File: config.mk
export PLATFORM = sky130hd
export DESIGN_NAME = sram_arbiter
export DESIGN_NICKNAME = d
export VERILOG_FILES = /design/src/rtl/sram_arbiter_pkg.sv /design/src/rtl/sram_clear_walker.sv /design/src/rtl/sram_arbiter.sv
export SDC_FILE = /design/constraint.sdc
export NUM_CORES = 1
export LEC_CHECK = 0
export ABC_AREA = 1
export BUFFER_PORTS_ARGS = -buffer_cell sky130_fd_sc_hd__buf_2
export CAP_MARGIN = 40
export CORE_MARGIN = 10
export CORE_UTILIZATION = 46
export CTS_CLUSTER_SIZE = 30
export DETAILED_ROUTE_END_ITERATION = 8
export MAX_ROUTING_LAYER = met4
export PLACE_DENSITY = 0.76
export SETUP_SLACK_MARGIN = 0.15
export SYNTH_ARGS = -nofsm -noshare
export SYNTH_HDL_FRONTEND = slang
export SYNTH_HIERARCHICAL = 1
export SYNTH_SLANG_ARGS = --single-unit
File: constraint.sdc
create_clock -name clk -period 1.5 [get_ports clk]
set_input_delay 0.375 -clock clk [delete_from_list [all_inputs] [get_ports clk]]
set_output_delay 0.375 -clock clk [all_outputs]
set_load 0.01 [all_outputs]
File: src/rtl/sram_arbiter_pkg.sv
// Shared encodings and width defaults for the SRAM arbiter.
package sram_arbiter_pkg;

    localparam int SRAM_ADDR_W = 18;
    localparam int SRAM_DATA_W = 16;

    typedef enum logic [1:0] {
        IDLE = 2'd0,
        CMD  = 2'd1,
        WAIT = 2'd2
    } state_t;

    typedef enum logic [1:0] {
        GNT_RD  = 2'd0,
        GNT_WR  = 2'd1,
        GNT_CLR = 2'd2
    } gnt_t;

endpackage

File: src/rtl/sram_clear_walker.sv
// Framebuffer clear sequencer: busy/done flags plus the address walk 0..CLR_LAST.
module sram_clear_walker
    import sram_arbiter_pkg::*;
#(
    parameter int                ADDR_W   = SRAM_ADDR_W,
    parameter logic [ADDR_W-1:0] CLR_LAST = '1
) (
    input  logic              clk,
    input  logic              reset,
    input  logic              start,
    input  logic              wr_done,
    output logic              busy,
    output logic              done,
    output logic [ADDR_W-1:0] addr
);

    always_ff @(posedge clk) begin
        if (reset) begin
            busy <= 1'b0;
            done <= 1'b0;
            addr <= '0;
        end else begin
            done <= 1'b0;
            if (busy && wr_done) begin
                if (addr == CLR_LAST) begin
                    busy <= 1'b0;
                    done <= 1'b1;
                    addr <= '0;
                end else begin
                    addr <= addr + ADDR_W'(1);
                end
            end else if (start && !busy) begin
                busy <= 1'b1;
                addr <= '0;
            end
        end
    end

endmodule

File: src/rtl/sram_arbiter.sv
// Three-way arbiter (video read > pen write > clear) in front of the SRAM controller.
module sram_arbiter
    import sram_arbiter_pkg::*;
#(
    parameter int                ADDR_W     = SRAM_ADDR_W,
    parameter int                DATA_W     = SRAM_DATA_W,
    parameter logic [DATA_W-1:0] CLR_VALUE  = '0,
    parameter logic [ADDR_W-1:0] CLR_LAST   = 18'h3FFFF,
    parameter int                RD_MAX_RUN = 8
) (
    input  logic              clk,
    input  logic              reset,
    input  logic              rd_req,
    input  logic [ADDR_W-1:0] rd_addr,
    output logic              rd_ack,
    output logic              rd_valid,
    output logic [DATA_W-1:0] rd_data,
    input  logic              wr_req,
    input  logic [ADDR_W-1:0] wr_addr,
    input  logic [DATA_W-1:0] wr_data,
    output logic              wr_ack,
    input  logic              clr_start,
    output logic              clr_busy,
    output logic              clr_done,
    output logic              sram_read,
    output logic              sram_write,
    output logic [ADDR_W-1:0] sram_address,
    output logic [DATA_W-1:0] sram_data_write,
    input  logic [DATA_W-1:0] sram_data_read,
    input  logic              sram_ready
);

    localparam int RUN_W = $clog2(RD_MAX_RUN + 1);

    state_t             state;
    gnt_t               gnt;
    logic               seen_busy;
    logic [RUN_W-1:0]   rd_run;
    logic [ADDR_W-1:0]  clr_addr;
    logic               lower_pend;
    logic               guard;
    logic               cmd_done;
    logic               clr_wr_done;

    assign lower_pend  = wr_req | clr_busy;
    assign guard       = (rd_run == RUN_W'(RD_MAX_RUN)) && lower_pend;
    assign cmd_done    = (state == WAIT) && seen_busy && sram_ready;
    assign clr_wr_done = cmd_done && (gnt == GNT_CLR);

    sram_clear_walker #(
        .ADDR_W   (ADDR_W),
        .CLR_LAST (CLR_LAST)
    ) u_walker (
        .clk     (clk),
        .reset   (reset),
        .start   (clr_start),
        .wr_done (clr_wr_done),
        .busy    (clr_busy),
        .done    (clr_done),
        .addr    (clr_addr)
    );

    always_ff @(posedge clk) begin
        if (reset) begin
            state           <= IDLE;
            gnt             <= GNT_RD;
            seen_busy       <= 1'b0;
            rd_run          <= '0;
            rd_ack          <= 1'b0;
            wr_ack          <= 1'b0;
            rd_valid        <= 1'b0;
            rd_data         <= '0;
            sram_read       <= 1'b0;
            sram_write      <= 1'b0;
            sram_address    <= '0;
            sram_data_write <= '0;
        end else begin
            rd_ack   <= 1'b0;
            wr_ack   <= 1'b0;
            rd_valid <= 1'b0;
            case (state)
                IDLE: begin
                    // The guard only diverts a read once the run limit is hit with someone waiting.
                    if (sram_ready && rd_req && !guard) begin
                        gnt          <= GNT_RD;
                        sram_address <= rd_addr;
                        sram_read    <= 1'b1;
                        rd_ack       <= 1'b1;
                        rd_run       <= lower_pend ? rd_run + RUN_W'(1) : '0;
                        seen_busy    <= 1'b0;
                        state        <= CMD;
                    end else if (sram_ready && wr_req) begin
                        gnt             <= GNT_WR;
                        sram_address    <= wr_addr;
                        sram_data_write <= wr_data;
                        sram_write      <= 1'b1;
                        wr_ack          <= 1'b1;
                        rd_run          <= '0;
                        seen_busy       <= 1'b0;
                        state           <= CMD;
                    end else if (sram_ready && clr_busy) begin
                        gnt             <= GNT_CLR;
                        sram_address    <= clr_addr;
                        sram_data_write <= CLR_VALUE;
                        sram_write      <= 1'b1;
                        rd_run          <= '0;
                        seen_busy       <= 1'b0;
                        state           <= CMD;
                    end else if (!lower_pend) begin
                        rd_run <= '0;
                    end
                end
                CMD: begin
                    sram_read  <= 1'b0;
                    sram_write <= 1'b0;
                    state      <= WAIT;
                end
                WAIT: begin
                    // Ready may still be high right after the strobe; wait for the busy phase first.
                    if (!sram_ready) begin
                        seen_busy <= 1'b1;
                    end else if (seen_busy) begin
                        state <= IDLE;
                        if (gnt == GNT_RD) begin
                            rd_data  <= sram_data_read;
                            rd_valid <= 1'b1;
                        end
                    end
                end
                default: state <= IDLE;
            endcase
        end
    end

endmodule

### Word-level counts from Yosys, hierarchy flattened

Cells that the tools add are included.

* bits in latches: 0
* output and inout port bits: 57
* memory bits (writable): 0
* input port bits: 74
* bits in registers: 84
* memories kept: 0
* memory bits (read-only): 0
* logic and storage cells: 110

* shift-type cells: 0
* mux-type cells: 40
* reductions and logical operators: 32
* equality and inequality tests: 14
* bitwise logic cells: 7
* add/subtract/negate cells: 2
* div/mod/pow operators: 0
* magnitude comparators: 0
* multiply operators: 0

Operators by type and width (count)
* two-way mux 18 bit: 6
* two-way mux 16 bit: 2
* two-way mux 4 bit: 5
* adder 18 x 1 -> 18 bit, second input constant: 1
* equality test 18 bit, second input constant: 1
* two-way mux 2 bit: 8
* two-way mux 1 bit: 15
* != test 2 bit, second input constant: 6
* AND reduction 3 bit: 4
* logical AND 1 bit: 10
* AND reduction 2 bit: 4
* nonzero test 2 bit: 4
* inverter 1 bit: 6
* case mux 1 bit (2 select lines): 3
* case mux 2 bit (3 select lines): 1
* adder 4 x 1 -> 4 bit, second input constant: 1
* equality test 2 bit, second input constant: 2
* equality test 4 bit, second input constant: 1
* logical NOT 2 bit: 2
* != test 4 x 1 -> 1 bit, second input constant: 1
* != test 4 bit, second input constant: 1
* AND reduction 4 bit: 1
* OR reduction 2 bit: 2
* OR reduction 4 bit: 1
* 6 further kinds: 7

### Logic depth before layout (Yosys ltp)

* depth after elaboration: 7
* mapped depth: 11
* gate-level depth less buffers: 10

### Cells and area by module

The synthesis kept the hierarchy.

Modules (own cells, without submodules)
* sram_arbiter: times used 1, cells each 449, seq. area each 1281.2 um2, area each 3088.0 um2
* sram_clear_walker: times used 1, cells each 165, seq. area each 400.4 um2, area each 1106.1 um2

### Least setup slack after synthesis

Ideal clock, no wire load.

* kind: register to register
* from: register state[1]
* to: register u_walker.busy
* setup time: 0.116 ns
* stages on the path, launching flop included: 11
* buffers on the path: 1
* required time: 1.384 ns
* slack: -0.003 ns
* arrival time: 1.387 ns
* clock period less this slack: 1.503 ns
* cell sequence: dfxtp_1 inv_2 nor2_2 nand2_1 nor4_1 nand2_1 inv_1 buf_2 nand4_1 o211ai_1 inv_1

* longest elaborated chain between the ends: 7
* elaborated cells on any way between the ends: 9
* those cells by class: eq/ne: 2; mux: 1; reduce/logical: 6

RTL lines
* from (decl): line sram_arbiter.sv:35 `state_t state;`
* from (signal assigned): line sram_arbiter.sv:65 `state <= IDLE;`
* from (signal assigned): line sram_arbiter.sv:91 `state <= CMD;`
* from (signal assigned): line sram_arbiter.sv:100 `state <= CMD;`
* equality test 2 bit *: line sram_arbiter.sv:47 `assign cmd_done = (state == WAIT) && seen_busy && sram_ready;`
* logical AND 1 bit * (2 in series): line sram_arbiter.sv:47
* logical AND 1 bit *: line sram_arbiter.sv:48 `assign clr_wr_done = cmd_done && (gnt == GNT_CLR);`
* named net clr_wr_done: line sram_arbiter.sv:43 `logic clr_wr_done;`
* logical AND 1 bit *: line sram_clear_walker.sv:24 `if (busy && wr_done) begin`
* != test 2 bit (no source line) or nonzero test 2 bit (tied branches)
* AND reduction 2 bit (no source line)
* to (signal assigned): line sram_clear_walker.sv:19 `busy <= 1'b0;`
* to (signal assigned): line sram_clear_walker.sv:26 `busy <= 1'b0;`
* to (signal assigned): line sram_clear_walker.sv:33 `busy <= 1'b1;`
* to (decl): line sram_clear_walker.sv:12 `output logic busy,`

Mark *: on every way through the listed nets, which the timed path passes. The rest lies on a longest branch.
A chain may end at the register's enable or synchronous reset.

### Final worst setup path

* from: register rd_run[1]
* to: register sram_data_write[10]

* longest elaborated chain between the ends: 6

RTL lines
* from (decl): line sram_arbiter.sv:38 `logic [RUN_W-1:0] rd_run;`
* from (signal assigned): line sram_arbiter.sv:89 `rd_run <= lower_pend ? rd_run + RUN_W'(1) : '0;`
* equality test 4 bit: line sram_arbiter.sv:46 `assign guard = (rd_run == RUN_W'(RD_MAX_RUN)) && lower_pend;`
* logical AND 1 bit: line sram_arbiter.sv:46
* logical NOT 1 bit: line sram_arbiter.sv:84 `if (sram_ready && rd_req && !guard) begin`
* logical AND 1 bit: line sram_arbiter.sv:84
* inverter 1 bit (no source line)
* AND reduction 3 bit (no source line)
* to (signal assigned): line sram_arbiter.sv:95 `sram_data_write <= wr_data;`
* to (decl): line sram_arbiter.sv:28 `output logic [DATA_W-1:0] sram_data_write,`

No other way between the ends.

==> summary.txt <==
Run
  – Max Cap Viol: 0

Floorplan
  – Die span in y: 115 µm
  – Die Wd: 115 µm
  – Initial core utilization: 47.6%
  – Die Footprint: 0.0133 mm²
  – Core area: 0.00881 mm²
  – Ports: 131
  – Cell row count: 34

GRT
  – Global Route Usage Sum: 22.1%
  – Number of antenna violations at the first check in global routing: 0
  – Vias in the first global route: 4725
  – First-pass GRT wire length: 23100 µm
  – Largest net degree at the start of global routing: 34
  – GR Overflow Total: 0

Setup path
  – Crit path arrival time: 1.84 ns
  – CP Class: register to register
  – Cell Chain, Critical Path: inv_2 > ha_4 > nand2_4 > nor2_4 > nand2_4 > nand2_8 > buf_4 > buf_8 > nand4_1 > a21oi_1
  – Family with the most delay on the worst path: simple AND/OR/NAND/NOR gates
  – Cell mode on critical path: nand2_4
  – Max stage delay on crit path: 0.35 ns
  – Crit path capture type: register
  – Crit-path max FO: 8
  – WP data required: 1.79 ns
  – Crit-path slowest cell: dfxtp_2
  – Worst Path Buf+Inv: 3
  – CP startpoint kind: register
  – R2R Setup Slk: -0.04 ns

Clock tree
  – Clock Latency Late Sink: 0.37 ns
  – CTS Buffer Depth: 2
  – TritonCTS clock tree: built
  – Clock buffer count from CTS: 9
  – H-tree Lvls: 3
  – Reg clk slew, reported paths: 0.11 ns
  – Root Buffer: clkbuf_8
  – Num Clock Sinks: 84

Final layout
  – Final #Nets: 878
  – Diode count: 0
  – Fill cell count: 642
  – Layout cells sized above 1: 46.5%
  – Area grow syn2layout: 53.8%

STA
  – RSZ-0062 raised after global routing: yes
  – Slew @ Worst Pin: 0.339 ns
  – Setup ws final: -0.0433 ns
  – Final min period: 1.54 ns
  – Setup tns final: -0.220 ns
  – Final Hold Fails: 0
  – Max-slew headroom: 77.3%
  – F_max: 648 MHz
  – Final Cycle Share: 103%
  – Final setup vio count: 12
  – Clock Skew: 0.0157 ns
  – Min Hold Slack: 0.268 ns
  – Max-slew violations: 0

Yosys
  – Sequential area share after synthesis: 40.1%
  – Post-synth top flop: dfxtp_1
  – Synth unique cells: 30
  – Top cells by area, synth: dfxtp_1 40%, nand2_1 16%, a21oi_1 7.5%
  – Synth Register Bits: 84
  – Mapped cell area: 0.00419 mm²
  – Synth Warn #: 6
  – Syn Inst Count: 614
  – Syn Nets: 691
  – Async SR Flop Fraction: 0%
  – Post-synth EDFFs: 0
  – Share of the synthesized area in the top cell type: 40.1%
  – Avg Inst Size Synth: 6.83 µm²
  – Yosys top cell by area: dfxtp_1

Placed design
  – Worst slack at placement: -0.0719 ns
  – GPL Wtd Cong: 0.885
  – I/O Buffers: 130
  – Final HPWL DP: 10500 µm

Pwr
  – Worst VDD drop: 0.000483 V
  – Pwr/cell area: 821 mW/mm²
  – Design Power: 0.00529 W
  – Static leakage: 2.97 nW

Detailed routing
  – DRC viols: 0
  – DR pass1 iterations: 8
  – Routed Wire Length: 16200 µm
  – Mean routed wirelength per cell: 17.8 µm
  – Avg Vias per Cell: 5.42
  – Initial DRC count: 437
  – DR vias: 4958
  – Post-route ant nets: 0

Outcome
  – Outcome: finished with violations
  – Failing checks: negative setup slack

Worst hold path
  – Worst hold path type: input pin to register
[cell usage in the layout (no fill, tap or decap), drive strengths merged]
cell type / netlist / routed
xnor2: 5 / 5
dfxtp: 84 / 84
clkinv: 2 / 4
inv: 58 / 62
nor2: 57 / 57
nand3: 50 / 50
ha: 3 / 3
bufinv: 0 / 1
nor3: 2 / 2
o211ai: 2 / 2
buf: 22 / 207
xor2: 6 / 6
nand3b: 1 / 1
or2: 1 / 1
a21oi: 63 / 63
nand4: 21 / 21
nand2: 196 / 197
nor4: 1 / 1
o21ai: 25 / 25
clkbuf: 10 / 9
a22oi: 5 / 5
[cell families (layout without fill, tap and decap cells)]
group                      count (synthesis)  count (layout)  share of synthesized area [%]
xor gates and xnor gates                  11              11                           2.30
and+or+nand+nor                          329             330                           34.7
AOI/OAI and AO/OA                         95              95                           12.1
DFF                                       84              84                           40.1
buffers and inverters                     92             283                           9.90
adders and majority gates                  3               3                          0.895
[area by class of cell]
class	instances	area, µm²	area share, %
tap	108	135	2.10
clock inverter	7	81.3	1.26
multi-input combinational	439	2690	41.7
inverter	60	240	3.73
timing repair buffer	207	1480	23.0
clock buffer	9	124	1.92
sequential	84	1700	26.4
[metrics by stage]
stage	std cells	area (µm²)	util (%)
after detailed placement	874	5300	60.2
after CTS	909	5940	67.5
after global routing	914	6450	73.2
after global placement	874	5300	60.2
final	914	6450	73.2
after floorplan	614	4220	-
[power breakdown]
group	internal, W	switching (W)	leakage (nW)
Clock	0.000801	0.000958	0.107
Sequential	0.00231	0.0000562	0.689
Combinational	0.000514	0.000650	2.18
Total	0.00363	0.00166	2.97
[worst register-to-register path, stage by stage, from the launching register on]
cell	delay [ns]
dfxtp_2	0.35
inv_2	0.07
ha_4	0.14
nand2_4	0.05
nor2_4	0.10
nand2_4	0.10
nand2_8	0.13
buf_4	0.13
buf_8	0.11
nand4_1	0.10
a21oi_1	0.19
[flip-flops by register name, summed over array words and instances, names as in the netlist, 2 cells and up]
name             flops
gnt                  2
state                2
sram_data_write     16
rd_data             16
sram_address        18
rd_run               4
u_walker/addr       18
[what timing repair did]
item | 4_1_cts | 5_1_grt
resized for setup | 57 | 130
cloned | 5 | 0
setup buffers | 14 | 5
hold buffers | 0 | 0
setup endpoints to repair | 65 | 66
pin swaps | 21 | 44
[worst paths after layout]
check | startpoint | endpoint | cells after the start
setup / recovery | rd_run[1]$_SDFFE_PP0P_ | sram_data_write[10]$_SDFFE_PP0P_ | 10
hold / removal | wr_data[3] | sram_data_write[3]$_SDFFE_PP0P_ | 3
setup reg to reg | rd_run[1]$_SDFFE_PP0P_ | sram_data_write[10]$_SDFFE_PP0P_ | 10
hold reg to reg | rd_data[15]$_SDFFE_PP0P_ | rd_data[15]$_SDFFE_PP0P_ | 2
[per-layer routing]
metal  GRT usage [%]  wire, µm  part of all wire (%)  vias up
met5               -         0                     0        -
met4            8.61       651                   4.0        0
met3            3.26      1100                   6.8       54
met2            36.0      8000                    49      231
met1            26.9      6490                    40     2323
li1                -         -                     -     2350
[synth_stat cells (6+ instances only)]
master,n
a21oi_1,63
buf_2,12
buf_4,6
clkbuf_1,10
dfxtp_1,84
inv_1,52
inv_2,6
nand2_1,184
nand2_2,7
nand3_1,49
nand4_1,21
nor2_1,47
nor2_2,8
o21ai_0,22
xor2_1,6
Power figures use the tool's default switching activity.
